==> config.mk <==
export PLATFORM = sky130hd
export DESIGN_NAME = fetch_queue
export DESIGN_NICKNAME = d
export VERILOG_FILES = /design/src/rtl/fetch_pkg.sv /design/src/rtl/fetch_fifo.sv /design/src/rtl/fetch_queue.sv
export SDC_FILE = /design/constraint.sdc
export NUM_CORES = 1
export LEC_CHECK = 0
export ABC_AREA = 1
export BUFFER_PORTS_ARGS = -buffer_cell sky130_fd_sc_hd__buf_2
export CAP_MARGIN = 20
export CORE_MARGIN = 2
export CORE_UTILIZATION = 45
export CTS_CLUSTER_SIZE = 16
export DETAILED_ROUTE_END_ITERATION = 8
export PLACE_DENSITY_LB_ADDON = 0.08
export SLEW_MARGIN = 20
export SYNTH_ARGS = -nofsm -noshare
export SYNTH_HDL_FRONTEND = slang
export SYNTH_SLANG_ARGS = --single-unit
==> constraint.sdc <==
create_clock -name clk -period 6.85 [get_ports clk]
set_input_delay 0.685 -clock clk [delete_from_list [all_inputs] [get_ports clk]]
set_output_delay 0.685 -clock clk [all_outputs]
set_load 0.03 [all_outputs]
==> src/rtl/fetch_pkg.sv <==
// Shared types for the fetch stage: queue entry layout, fetch FSM states and instruction size.
package fetch_pkg;

  typedef struct packed {
    logic [63:0] pc;
    logic [31:0] instr;
  } fetch_entry_t;

  typedef enum logic [1:0] {
    IDLE,
    RUN,
    STALL,
    FLUSH
  } fetch_state_t;

  localparam int INSTR_BYTES = 4;

endpackage : fetch_pkg

==> src/rtl/fetch_fifo.sv <==
// Small fetch-entry FIFO with combinational head read and a flush that empties it in one cycle.
module fetch_fifo
  import fetch_pkg::*;
#(
  parameter int DEPTH     = 4,
  parameter int LOG_DEPTH = 2
) (
  input  logic         clk,
  input  logic         reset_n,
  input  logic         push,
  input  logic         pop,
  input  logic         flush,
  input  fetch_entry_t din,
  output fetch_entry_t dout,
  output logic         full,
  output logic         empty
);

  fetch_entry_t         r_mem [DEPTH];
  logic [LOG_DEPTH:0]   r_wr_ptr;
  logic [LOG_DEPTH:0]   r_rd_ptr;
  logic                 w_push;
  logic                 w_pop;

  assign empty = (r_wr_ptr == r_rd_ptr);
  assign full  = (r_wr_ptr[LOG_DEPTH] != r_rd_ptr[LOG_DEPTH]) &&
                 (r_wr_ptr[LOG_DEPTH-1:0] == r_rd_ptr[LOG_DEPTH-1:0]);

  // A push into a full queue is only legal when the head leaves in the same cycle.
  assign w_pop  = pop & ~empty;
  assign w_push = push & (~full | w_pop);

  assign dout = r_mem[r_rd_ptr[LOG_DEPTH-1:0]];

  always_ff @(posedge clk) begin
    if (w_push && !flush) begin
      r_mem[r_wr_ptr[LOG_DEPTH-1:0]] <= din;
    end
  end

  always_ff @(posedge clk) begin
    if (!reset_n || flush) begin
      r_wr_ptr <= '0;
      r_rd_ptr <= '0;
    end else begin
      if (w_push) r_wr_ptr <= r_wr_ptr + 1'b1;
      if (w_pop)  r_rd_ptr <= r_rd_ptr + 1'b1;
    end
  end

endmodule : fetch_fifo

==> src/rtl/fetch_queue.sv <==
// Fetch stage: owns the fetch PC, captures icache hits into a FIFO for decode, restarts on redirect.
// Optional FETCH_PERF_CNT_EN adds saturating push and stall-cycle counters.
module fetch_queue
  import fetch_pkg::*;
#(
  parameter int          DEPTH     = 4,
  parameter int          LOG_DEPTH = 2,
  parameter logic [63:0] RESET_PC  = 64'h0
) (
  input  logic        clk,
  input  logic        reset_n,
  output logic [63:0] sm_pc,
  input  logic [31:0] ir,
  input  logic        icache_valid,
  input  logic        redirect_valid,
  input  logic [63:0] redirect_pc,
  output logic        deq_valid,
  input  logic        deq_ready,
  output logic [31:0] deq_instr,
  output logic [63:0] deq_pc
`ifdef FETCH_PERF_CNT_EN
  ,
  output logic [31:0] perf_fetched,
  output logic [31:0] perf_stall
`endif
);

  fetch_state_t r_state, r_state_next;
  logic [63:0]  r_pc, r_pc_next;
  logic         w_full;
  logic         w_empty;
  logic         w_deq_fire;
  logic         w_enq_ok;
  fetch_entry_t w_din;
  fetch_entry_t w_dout;

  assign sm_pc      = r_pc;
  assign deq_valid  = ~w_empty;
  assign deq_instr  = w_dout.instr;
  assign deq_pc     = w_dout.pc;
  assign w_deq_fire = deq_valid & deq_ready;
  assign w_enq_ok   = icache_valid & (~w_full | w_deq_fire) & ~redirect_valid & (r_state == RUN);
  assign w_din      = '{pc: r_pc, instr: ir};

  fetch_fifo #(
    .DEPTH    (DEPTH),
    .LOG_DEPTH(LOG_DEPTH)
  ) u_fifo (
    .clk    (clk),
    .reset_n(reset_n),
    .push   (w_enq_ok),
    .pop    (w_deq_fire),
    .flush  (redirect_valid),
    .din    (w_din),
    .dout   (w_dout),
    .full   (w_full),
    .empty  (w_empty)
  );

  always_comb begin
    r_state_next = r_state;
    r_pc_next    = r_pc;
    case (r_state)
      IDLE:    r_state_next = RUN;
      RUN:     if (!icache_valid) r_state_next = STALL;
      STALL:   if (icache_valid) r_state_next = RUN;
      FLUSH:   r_state_next = RUN;
      default: r_state_next = IDLE;
    endcase
    // Redirect wins over everything; FLUSH then holds the new PC steady for one cycle.
    if (redirect_valid) begin
      r_state_next = FLUSH;
      r_pc_next    = redirect_pc & ~64'h3;
    end else if (w_enq_ok) begin
      r_pc_next = r_pc + 64'(INSTR_BYTES);
    end
  end

  always_ff @(posedge clk) begin
    if (!reset_n) begin
      r_state <= IDLE;
      r_pc    <= RESET_PC;
    end else begin
      r_state <= r_state_next;
      r_pc    <= r_pc_next;
    end
  end

`ifdef FETCH_PERF_CNT_EN
  logic [31:0] r_perf_fetched;
  logic [31:0] r_perf_stall;

  always_ff @(posedge clk) begin
    if (!reset_n) begin
      r_perf_fetched <= '0;
      r_perf_stall   <= '0;
    end else begin
      if (w_enq_ok && r_perf_fetched != 32'hFFFF_FFFF) r_perf_fetched <= r_perf_fetched + 1'b1;
      if (r_state == STALL && r_perf_stall != 32'hFFFF_FFFF) r_perf_stall <= r_perf_stall + 1'b1;
    end
  end

  assign perf_fetched = r_perf_fetched;
  assign perf_stall   = r_perf_stall;
`endif

endmodule : fetch_queue

==> results by group <==
Global route
  – Total gr overflow: 0
  – First-pass GRT wire length: 78500 um
  – Initial antenna violation count: 4
  – Vias in the first global route: 12976
  – Total GRT Usage: 23.6%
  – Largest net degree at the start of global routing: 120

Synthesis
  – Post-Syn Area: 19000 um^2
  – Commonest cells post-synth: edfxtp_1, nor2_1, nand2_1
  – Top cell type's share of synthesized area: 59.5%
  – Top cells by area, synth: edfxtp_1, dfxtp_1, nor2_1
  – Area leader, netlist: edfxtp_1
  – Post-synth EDFFs: 376
  – Sequential area share after synthesis: 67.1%
  – Main synth FF type: edfxtp_1
  – Synth unique cells: 32
  – Ys async rst share: 0%
  – Synth Warn #: 0
  – Syn Area/Cell: 10.6 um^2
  – Register bit total from synthesis: 448
  – Cells after Synth: 1798
  – Most common cell in the netlist: edfxtp_1

Critical path
  – CP endpoint kind: output port
  – R2r worst-path depth: 7
  – Slowest stage delay, CP: 0.70 ns
  – CP Cell Sequence: inv_2 -> buf_4 -> o21ai_0 -> o22ai_1 -> buf_2
  – Worst Path Arrival: 3.20 ns
  – Max stage delay cell, worst path: inv_2
  – CP max FO: 51
  – Req. time, crit path: 6.16 ns
  – Reg-to-Reg End: u_fifo.r_mem[3][14]$_DFFE_PP_
  – Worst setup path endpoint: deq_pc[21]
  – CP Launch Type: flip-flop
  – FF-to-FF Start: r_state[0]$_SDFFE_PN0P_
  – Kind of critical path: reg -> out
  – R2R setup slack: 4.21 ns

Route
  – Antenna violation net count after detailed routing: 0
  – Top Layer Used: met4
  – Met3 routed WL: 2400 um
  – Drt first pass iters: 7
  – Metal-1 WL: 23500 um
  – Drt total wl: 52200 um
  – Initial drt markers: 1053
  – Met2 WL: 25100 um
  – Vias per Instance: 5.31
  – Routed vias: 13841
  – WL/cell: 20.0 um
  – Drt drc: 0

Die
  – Die ar.: 43800 um^2
  – Initial Util: 45.4%
  – Die Y: 209 um
  – Core area: 41800 um^2
  – IO Pins: 262
  – Cell row count: 75
  – Die Wd: 209 um

Timing
  – Skew final: 0.0178 ns
  – Part of the cycle the worst path needs: 56.7%
  – Fmax: 0.258 GHz
  – Final Hold Viols: 0
  – Unrepaired setup endpoints after global routing: false
  – Fin crit period: 3.88 ns
  – Final worst slack: 2.97 ns
  – Worst rel slew slack: 28.6%
  – Least-Margin Pin Slew: 1.07 ns
  – Setup TNS: 0 ns
  – Final slew viol count: 0
  – Final count of negative-setup-slack endpoints: 0

Pwr
  – Internal: 4.40 mW
  – Net switching power: 1.37 mW
  – Clock Power Share: 40.3%
  – Maximum vdd ir drop: 199 uV
  – Sw Share: 23.7%
  – Seq pwr share: 53.3%
  – Static Leak: 7.98 nW
  – Combinational share of power: 6.5%
  – Pwr dens: 261 nW/um^2

Clocking
  – Inserted Clock Buffers: 47
  – Post-CTS Setup Repair Bufs: 0
  – H-tree depth: 2
  – Max Root-Sink Buffers: 3
  – Reg clk slew, reported paths: 0.06 ns
  – Hold buffers post-CTS: 0
  – CTS Sinks: 448
  – CTS tree: done
  – Worst-skew pair later-pin latency: 0.58 ns
  – Cts repair resizes: 0
  – Root Buffer: clkbuf_16

Placement
  – Placer Congestion: 0.911
  – Post-Place Worst Slack: 2.60 ns
  – Post-DP HPWL: 32400 um
  – I/O Buffers: 255

Min path
  – Hold WC Path Type: in -> reg
  – Cell count of the worst hold path: 1

Cells and area
  – P&R area growth vs syn: 16.5%
  – Nets: 2133
  – Layout cells sized above 1: 17.3%

Status
  – Status: completed

Job
  – Max Cap Viol: 0
## flip-flops by register name (all words and copies together) (netlist names), named ones only
name,flops
u_fifo.r_rd_ptr,3
u_fifo.r_mem,376
u_fifo.r_wr_ptr,3
sm_pc,62
r_state,2
## layer usage
layer | GRT usage, % | vias up
met2 | 38.9 | 335
met4 | 7.02 | 0
li1 | - | 6753
met1 | 32.8 | 6681
met5 | 0 | -
met3 | 3.47 | 72
## worst min path at each step
| stage | slack (ns) | to | start |
|---|---|---|---|
| after detailed placement | 0.47 | u_fifo.r_rd_ptr[2]$_SDFFE_PP0N_ | u_fifo.r_rd_ptr[2]$_SDFFE_PP0N_ |
| after CTS | 0.29 | u_fifo.r_mem[1][1]$_DFFE_PP_ | ir[1] |
| after floorplan | 0.45 | u_fifo.r_rd_ptr[2]$_SDFFE_PP0N_ | u_fifo.r_rd_ptr[2]$_SDFFE_PP0N_ |
| after global placement | 0.46 | u_fifo.r_rd_ptr[2]$_SDFFE_PP0N_ | u_fifo.r_rd_ptr[2]$_SDFFE_PP0N_ |
| final | 0.32 | u_fifo.r_mem[1][1]$_DFFE_PP_ | ir[1] |
| after global routing | 0.30 | u_fifo.r_mem[3][9]$_DFFE_PP_ | ir[9] |
## cells in the final DEF, fill, tap and decap left out, types with 2 or more instances in the layout
cell / Yosys / routed
o22ai_1: 94 / 94
buf_12: 0 / 3
clkinv_1: 1 / 9
inv_2: 3 / 4
a21oi_1: 58 / 58
buf_4: 7 / 13
ha_1: 6 / 6
edfxtp_1: 376 / 376
inv_6: 0 / 4
o211ai_1: 2 / 2
nand2_1: 305 / 305
inv_1: 76 / 75
nand3_1: 98 / 98
o21bai_1: 21 / 21
clkbuf_1: 62 / 14
a31oi_1: 2 / 2
clkinv_2: 0 / 10
xor2_1: 16 / 16
a22oi_1: 5 / 5
dfxtp_4: 0 / 2
nand4_1: 11 / 11
buf_2: 19 / 255
clkbuf_16: 0 / 48
nor2_2: 5 / 5
diode_2: 0 / 4
nor2_4: 4 / 8
xnor2_1: 16 / 16
nand2_2: 2 / 2
dfxtp_1: 72 / 70
nor2_1: 327 / 323
conb_1: 1 / 4
o21ai_0: 198 / 198
## stage by stage
step | instances | utilization, % | total power [mW] | hold slack [ns] | area [um^2]
after floorplan | 1801 | - | 3.34 | 0.448 | 19000
after global placement | 2516 | 49.6 | 3.50 | 0.461 | 20700
after detailed placement | 2516 | 49.6 | 3.50 | 0.471 | 20700
after CTS | 2601 | 52.9 | 5.82 | 0.294 | 22100
after global routing | 2605 | 52.9 | 5.96 | 0.302 | 22100
final | 2605 | 52.9 | 5.77 | 0.320 | 22100
## power by group through the flow
stage	combinational (mW)	clock, mW	sequential, mW
global placement	0.373	0	3.13
CTS	0.376	2.37	3.07
finish	0.372	2.32	3.07
floorplan	0.200	0	3.14
detailed placement	0.375	0	3.13
global route	0.403	2.48	3.08
## critical path, delay by kind of cell (launching register included)
kind                   cells  cell delay (ns)
AO/OA/AOI/OAI              2             0.44
buffers and inverters      3             1.56
flip-flops                 1             0.50
## cell families after synthesis
group,count (synthesis),synth area share [%]
fa+ha+maj,6,0.396
compound gates,381,11.1
mux,1,0.0528
xor+xnor,32,1.48
flops,448,67.1
simple gates,754,16.0
buf+inv,175,3.81
other cells,1,0.0198
## layout make-up
type | count | area, um^2
Inverter | 80 | 305
Antenna cell | 4 | 10.0
Clock inverter | 23 | 126
Multi-Input combinational cell | 1178 | 5560
Timing Repair Buffer | 271 | 1430
Fill cell | 3781 | 19700
Tap cell | 539 | 674
Sequential cell | 448 | 12700
Clock buffer | 62 | 1250
Power figures use the tool's default switching activity.
